$ cat config.mk
export PLATFORM = sky130hd
export DESIGN_NAME = instruction_fetch_unit
export DESIGN_NICKNAME = d
export VERILOG_FILES = /design/src/rtl/instruction_fetch_unit.sv
export SDC_FILE = /design/constraint.sdc
export NUM_CORES = 1
export LEC_CHECK = 0
export ABC_AREA = 1
export CAP_MARGIN = 10
export CORE_MARGIN = 3
export CORE_UTILIZATION = 50
export DETAILED_ROUTE_END_ITERATION = 16
export PLACE_DENSITY = 0.83
export SYNTH_ARGS = -nofsm -noshare
export SYNTH_HDL_FRONTEND = slang
export SYNTH_SLANG_ARGS = --single-unit
$ cat constraint.sdc
create_clock -name clk_i -period 1.9 [get_ports clk_i]
set_input_delay 0.38 -clock clk_i [delete_from_list [all_inputs] [get_ports clk_i]]
set_output_delay 0.38 -clock clk_i [all_outputs]
set_load 0.01 [all_outputs]
$ cat src/rtl/instruction_fetch_unit.sv
// rtl/instruction_fetch_unit.sv - IF stage: PC, IF/ID register, variable-latency imem fetch
module instruction_fetch_unit #(
  parameter int              XLEN     = 32,
  parameter logic [XLEN-1:0] RESET_PC = '0,
  parameter logic [31:0]     NOP      = 32'h0000_0013
) (
  input  logic            clk_i,
  input  logic            rst_i,
  input  logic            start_i,
  input  logic            PCWrite_i,
  input  logic            IF_ID_Write_i,
  input  logic            Branch_i,
  input  logic [XLEN-1:0] BranchTarget_i,
  output logic            imem_req_o,
  output logic [XLEN-1:0] imem_addr_o,
  input  logic            imem_ack_i,
  input  logic [31:0]     imem_data_i,
  output logic [XLEN-1:0] IF_ID_pc_o,
  output logic [31:0]     IF_ID_inst_o,
  output logic            IF_ID_valid_o
);

  typedef enum logic [1:0] {IDLE, REQ, HOLD} state_t;

  state_t          state, state_nx;
  logic [XLEN-1:0] pc, pc_nx;
  logic [31:0]     hold_inst, hold_inst_nx;
  logic            redir_pend, redir_pend_nx;
  logic [XLEN-1:0] redir_tgt, redir_tgt_nx;
  logic [XLEN-1:0] ifid_pc, ifid_pc_nx;
  logic [31:0]     ifid_inst, ifid_inst_nx;
  logic            ifid_valid, ifid_valid_nx;

  logic            advance;
  logic            redirect;
  logic [XLEN-1:0] pc_plus4;

  assign advance  = PCWrite_i & IF_ID_Write_i;
  // A branch seen while ID is frozen refers to a stalled instruction and is not acted on yet.
  assign redirect = Branch_i & IF_ID_Write_i;
  assign pc_plus4 = pc + XLEN'(4);

  // Request and address come straight from registers, never from imem_ack_i.
  assign imem_req_o    = (state == REQ);
  assign imem_addr_o   = pc;
  assign IF_ID_pc_o    = ifid_pc;
  assign IF_ID_inst_o  = ifid_inst;
  assign IF_ID_valid_o = ifid_valid;

  // State and datapath register update.
  always_ff @(posedge clk_i) begin
    if (rst_i) begin
      state      <= IDLE;
      pc         <= RESET_PC;
      hold_inst  <= NOP;
      redir_pend <= 1'b0;
      redir_tgt  <= '0;
      ifid_pc    <= '0;
      ifid_inst  <= NOP;
      ifid_valid <= 1'b0;
    end else begin
      state      <= state_nx;
      pc         <= pc_nx;
      hold_inst  <= hold_inst_nx;
      redir_pend <= redir_pend_nx;
      redir_tgt  <= redir_tgt_nx;
      ifid_pc    <= ifid_pc_nx;
      ifid_inst  <= ifid_inst_nx;
      ifid_valid <= ifid_valid_nx;
    end
  end

  // Next-state logic: fetch sequencing, redirect handling and bubble insertion.
  always_comb begin
    state_nx      = state;
    pc_nx         = pc;
    hold_inst_nx  = hold_inst;
    redir_pend_nx = redir_pend;
    redir_tgt_nx  = redir_tgt;
    ifid_pc_nx    = ifid_pc;
    ifid_inst_nx  = ifid_inst;
    ifid_valid_nx = ifid_valid;

    case (state)
      IDLE: begin
        if (start_i) state_nx = REQ;
      end

      REQ: begin
        if (!imem_ack_i) begin
          // Address must stay put until the memory answers, so a redirect is parked.
          if (redirect) begin
            redir_pend_nx = 1'b1;
            redir_tgt_nx  = BranchTarget_i;
          end
          if (IF_ID_Write_i) begin
            ifid_pc_nx    = pc;
            ifid_inst_nx  = NOP;
            ifid_valid_nx = 1'b0;
          end
        end else if (redirect || redir_pend) begin
          // Returned word is wrong-path; a fresh branch overrides a parked one.
          pc_nx         = redirect ? BranchTarget_i : redir_tgt;
          redir_pend_nx = 1'b0;
          ifid_pc_nx    = pc;
          ifid_inst_nx  = NOP;
          ifid_valid_nx = 1'b0;
        end else if (advance) begin
          ifid_pc_nx    = pc;
          ifid_inst_nx  = imem_data_i;
          ifid_valid_nx = 1'b1;
          pc_nx         = pc_plus4;
        end else begin
          // Memory answered but the pipe is stalled; keep the word until release.
          hold_inst_nx = imem_data_i;
          state_nx     = HOLD;
        end
      end

      HOLD: begin
        if (redirect) begin
          hold_inst_nx  = NOP;
          pc_nx         = BranchTarget_i;
          ifid_pc_nx    = pc;
          ifid_inst_nx  = NOP;
          ifid_valid_nx = 1'b0;
          state_nx      = REQ;
        end else if (advance) begin
          ifid_pc_nx    = pc;
          ifid_inst_nx  = hold_inst;
          ifid_valid_nx = 1'b1;
          pc_nx         = pc_plus4;
          state_nx      = REQ;
        end
      end

      default: state_nx = IDLE;
    endcase
  end

endmodule
# Yosys cells after proc, flatten, opt, wreduce, memory -nomap -nowiden
# Cells that the tools add are included.
dict set report op_classes {
  n_addsub 1
  n_eq_ne 11
  mux 40
  bitwise_logic 3
  reduce_logical 11
}
# operator n
set ops {}
lappend ops {{two-way mux 32 bit} 20}
lappend ops {{case mux 32 bit (2 select lines)} 4}
lappend ops {{adder 32 x 3 -> 32 bit (second input constant)} 1}
lappend ops {{two-way mux 2 bit} 6}
lappend ops {{AND reduction 5 bit} 2}
lappend ops {{two-way mux 1 bit} 8}
lappend ops {{!= test 2 bit (second input constant)} 4}
lappend ops {{case mux 2 bit (3 select lines)} 1}
lappend ops {{AND reduction 2 bit} 3}
lappend ops {{!= test 2 x 1 -> 1 bit (second input constant)} 2}
lappend ops {{!= test 4 x 2 -> 1 bit (second input constant)} 1}
lappend ops {{AND reduction 4 bit} 1}
lappend ops {{nonzero test 2 bit} 2}
lappend ops {{!= test 3 x 2 -> 1 bit (second input constant)} 1}
lappend ops {{!= test 3 bit (second input constant)} 1}
lappend ops {{AND reduction 3 bit} 1}
lappend ops {{AND 1 bit} 2}
lappend ops {{equality test 2 x 1 -> 1 bit (second input constant)} 1}
lappend ops {{equality test 2 bit (second input constant)} 1}
lappend ops {{zero test 2 bit} 1}
lappend ops {{case mux 1 bit (2 select lines)} 1}
lappend ops {{logical OR 1 bit} 1}
lappend ops {{NOT 1 bit} 1}
dict set report totals {
  reg_bits 164
  in_bits 71
  output_inout_bits 98
  word_cells 74
}

# Logic depth before layout (Yosys ltp)
dict set report logic_depth {
  depth_word 5
  ltp_mapped 12
  mapped_depth_nobuf 11
}

# Worst setup path before layout
# No wires, ideal clock.
dict set report synth_timing {
  path_type {register -> register}
  from {reg state[1]}
  to {reg ifid_inst[0] (netlist: IF_ID_inst_o[0])}
  setup_time_ps 123
  arrival_time_ps 1681
  required_ps 1777
  path_slack_ps 96
  stages_incl_launch_ff 12
  n_path_buf 1
  period_less_slack_ps 1804
  path_cell_list {dfxtp_1 -> inv_1 -> ha_1 -> nand2_2 -> o21ai_2 -> inv_1 -> nand2_2 -> a21oi_2 -> buf_4 -> inv_2 -> a21oi_1 -> o21ai_0}
}
dict set report synth_between {
  elab_chain_cells 3
  word_cells_on_any_way 8
  cone_classes {eq/ne (5); mux (1); reduce/logical (2)}
}
# item line_no
set synth_lines {}
lappend synth_lines {{start, declared} 25} ;# state_t state, state_nx;
lappend synth_lines {{start signal, assigned} 62} ;# state <= state_nx;
lappend synth_lines {{equality test 2 x 1 -> 1 bit (*)} --}
lappend synth_lines {{via imem_req_o} 14} ;# output logic imem_req_o,
lappend synth_lines {{!= test 4 x 2 -> 1 bit (no line), or another cell as far along} --}
lappend synth_lines {{AND reduction 4 bit (no line)} --}
lappend synth_lines {{end signal, assigned} 68} ;# ifid_inst <= ifid_inst_nx;
lappend synth_lines {{end, declared} 31} ;# logic [31:0] ifid_inst, ifid_inst_nx;
# Mark *: on every way through the listed nets, which the timed path passes. The rest lies on a longest branch.
# A chain may end at the register's enable or synchronous reset.

# Worst setup path in the final report
dict set report layout_timing {
  from {in Branch_i}
  to {reg ifid_inst[1] (netlist: IF_ID_inst_o[1])}
}
dict set report layout_between {
  elab_chain_cells 5
  word_cells_on_any_way 9
  cone_classes {eq/ne (2); mux (4); bitwise (1); reduce/logical (2)}
}
# item line_no
set layout_lines {}
lappend layout_lines {{start, declared} 12} ;# input logic Branch_i,
lappend layout_lines {{AND 1 bit (*)} 40} ;# assign redirect = Branch_i & IF_ID_Write_i;
lappend layout_lines {{logical OR 1 bit} 101} ;# end else if (redirect || redir_pend) begin
lappend layout_lines {{two-way mux 32 bit} 101}
lappend layout_lines {{two-way mux 32 bit} 90} ;# if (!imem_ack_i) begin
lappend layout_lines {{case mux 32 bit (2 select lines)} 84} ;# case (state)
# Mark *: on every way between the ends. The rest lies on a longest branch, timed or not.

==> run summary <==
Status -> finished with violations
Failing checks -> negative setup slack
Fin area -> 11300 sq um
Clock tree sinks -> 164
Gate Count Post-Synth -> 1118
Port Buffers -> 168
Vias in the first global route -> 8304
CTS tree -> built
Worst-Skew Late Latency -> 0.44 ns
DP Area -> 10400 sq um
Ranking of synthesized cells by area -> dfxtp_1, o21ai_0, a21oi_1, nand2_1, nor2_1
Initial DRC count -> 1229
HP Class -> input port to register
Leak -> 4.28 nW
Synth-to-layout area growth -> 42.9%
Synth Flop Type -> dfxtp_1
Final setup vio count -> 4
First-pass GRT wire length -> 41800 microns
Total CTS buffers -> 17
Top cells by count, synth -> nand2_1, o21ai_0, dfxtp_1, a21oi_1, nor2_1
Number of synthesized flops with an enable pin -> 0
Final cycle utilization of the critical path -> 1.07
Setup ws final -> -0.129 ns
# rows -> 45
Metal2 WL -> 13200 microns
Max transition margin -> 0.557
Via/cell ratio -> 5.96
Worst IR drop on VDD -> 744 uV
Met1 Wirelength -> 11000 microns
CTS H-tree lvls -> 4
Top sig layer -> met4
Yosys top cell by area -> dfxtp_1
Routed len/inst -> 18.3 microns
Final WL -> 28600 microns
Pwr Density -> 1460 nW/um^2
Synthesis-stage register bit count -> 164
Io pins -> 169
FMAX -> 493 MHz
Initial antenna violation count -> 1
Grt ovf -> 0
Pins Over Slew Limit -> 0
Layout cell share with drive strength beyond 1 -> 0.155
Core Util, Final -> 0.735
Mapped Avg Cell Area -> 7.05 sq um
Die Wd -> 132 microns
Die height -> 132 microns
Post-synthesis sequential area ratio -> 0.417
# fillers -> 1155
Yosys Warn Count -> 0
Hold_ws -> 0.415 ns
Root Driver -> clkbuf_16
Initial core utilization -> 0.515
Residual DRC -> 0
Crit-path max FO -> 14
Drt pass-1 iters -> 6
Most frequent cell after synthesis -> nand2_1
Distinct cells, synth -> 45
Tot Pwr -> 0.0164 W
Clock buffer depth -> 2
MaxCap Viol Count -> 0
CP Launch Type -> input port
Largest net degree at the start of global routing -> 59
Metal3 WL -> 3030 microns
Post-route minimum period -> 2.03 ns
Critical Path Sink Type -> register
GRT Resource Usage Total -> 0.292
Die area -> 17300 sq um
Final Wtd Congestion -> 0.940
Slew @ Worst Pin -> 0.665 ns
Core footprint -> 15300 sq um
Syn Std Cell Area -> 7880 sq um
Flop-to-flop setup slack -> -0.04 ns
Clock-pin slew on the worst setup and hold paths -> 0.08 ns
Syn_nets -> 1195
Final nets -> 1416
FFs w/ async S/R, synth -> 0
Hold Vio Cnt, Final -> 0
Detail Route Antenna Nets -> 0
Clock skew -> 0.0128 ns
Yosys top cell area share -> 0.417
CP Class -> input port to register
Final HPWL DP -> 18000 microns
CP arrival -> 2.35 ns
Critical path required time -> 2.23 ns
DR vias -> 9326
## worst paths after layout
path / from / endpoint / cells after the start
max: Branch_i / IF_ID_inst_o[1] / 8
max reg2reg: state[1] / IF_ID_inst_o[1] / 12
min: rst_i / IF_ID_inst_o[7] / 4
min reg2reg: redir_tgt[16] / redir_tgt[16] / 2
## power by group
part / switching [W] / internal, W / total, W
combinational: 0.00468 / 0.00369 / 0.00837
sequential: 0.000481 / 0.00421 / 0.00469
clock: 0.00152 / 0.00187 / 0.00339
## final cells by class
class / count / area, sq um / share of cell area
diodes: 1 / 2.50 / 0.000222
clock buffers: 20 / 447 / 0.0397
clock inverters: 12 / 121 / 0.0108
inverters: 91 / 347 / 0.0308
multi-input cells: 788 / 4030 / 0.358
flip-flops and latches: 164 / 3310 / 0.293
well taps: 211 / 264 / 0.0234
repair buffers: 277 / 2750 / 0.244
## flip-flops by register name, summed over array words and instances (netlist names)
| register | count |
|---|---|
| IF_ID_pc_o | 32 |
| IF_ID_valid_o | 1 |
| redir_tgt | 32 |
| redir_pend | 1 |
| IF_ID_inst_o | 32 |
| hold_inst | 32 |
| imem_addr_o | 32 |
| state | 2 |
## metrics by stage
step,TNS [ns],cells,setup WS [ns]
2_1_floorplan,0,1118,0.0958
3_3_place_gp,-23.67,1522,-0.294
3_5_place_dp,-31.16,1522,-0.369
4_1_cts,-0.0428,1559,-0.0170
5_1_grt,-0.612,1564,-0.0681
6_report,-0.147,1564,-0.129
## critical path, stage by stage
cell and delay (ns):
clkdlybuf4s50_1 0.50, nand2_2 0.11, nand2_2 0.15, buf_4 0.15, nor2_1 0.06, inv_1 0.45
o22ai_1 0.21, o21ai_1 0.34
## layout by cell type (no fill, tap or decap), drive strengths merged, types with 2 or more instances in the layout
cell / Yosys / final
clkinv: 1 / 4
nand4: 6 / 6
buf: 23 / 108
ha: 6 / 6
o211ai: 9 / 9
nor4: 3 / 3
a21oi: 159 / 159
clkdlybuf4s50: 0 / 160
clkbuf: 52 / 20
a211oi: 13 / 13
o21bai: 2 / 2
o21ai: 169 / 169
o221ai: 7 / 7
bufbuf: 0 / 2
o22ai: 3 / 3
o2111ai: 2 / 2
inv: 90 / 95
nand3: 63 / 63
nor3: 7 / 7
a31oi: 32 / 32
dfxtp: 164 / 164
clkinvlp: 0 / 3
nor2: 94 / 94
nand2: 195 / 195
or2: 9 / 9
dlymetal6s2s: 0 / 6
a221oi: 3 / 3
## routing by layer
metal,vias to the layer above,global-route usage
li1,4269,-
met1,4281,0.386
met2,643,0.466
met3,133,0.0567
met4,0,0.128
met5,-,0
## what timing repair did
action,in CTS,in global routing
resized for setup,15,36
cloned,3,0
hold buffers,0,0
setup endpoints to repair,41,103
pin swaps,1,2
buffers inserted,2,4
## kinds of logic (layout without fill, tap and decap cells)
kind of cell	count (synthesis)	in the layout	synth area share
buffers and inverters	166	400	0.0860
adders and majority gates	6	6	0.00953
AOI/OAI and AO/OA	402	402	0.276
and+or+nand+nor	378	378	0.210
other	0	1	0
DFF	164	164	0.417
xor gates and xnor gates	2	2	0.00222
Note: power is estimated with default switching activity, not from simulation.
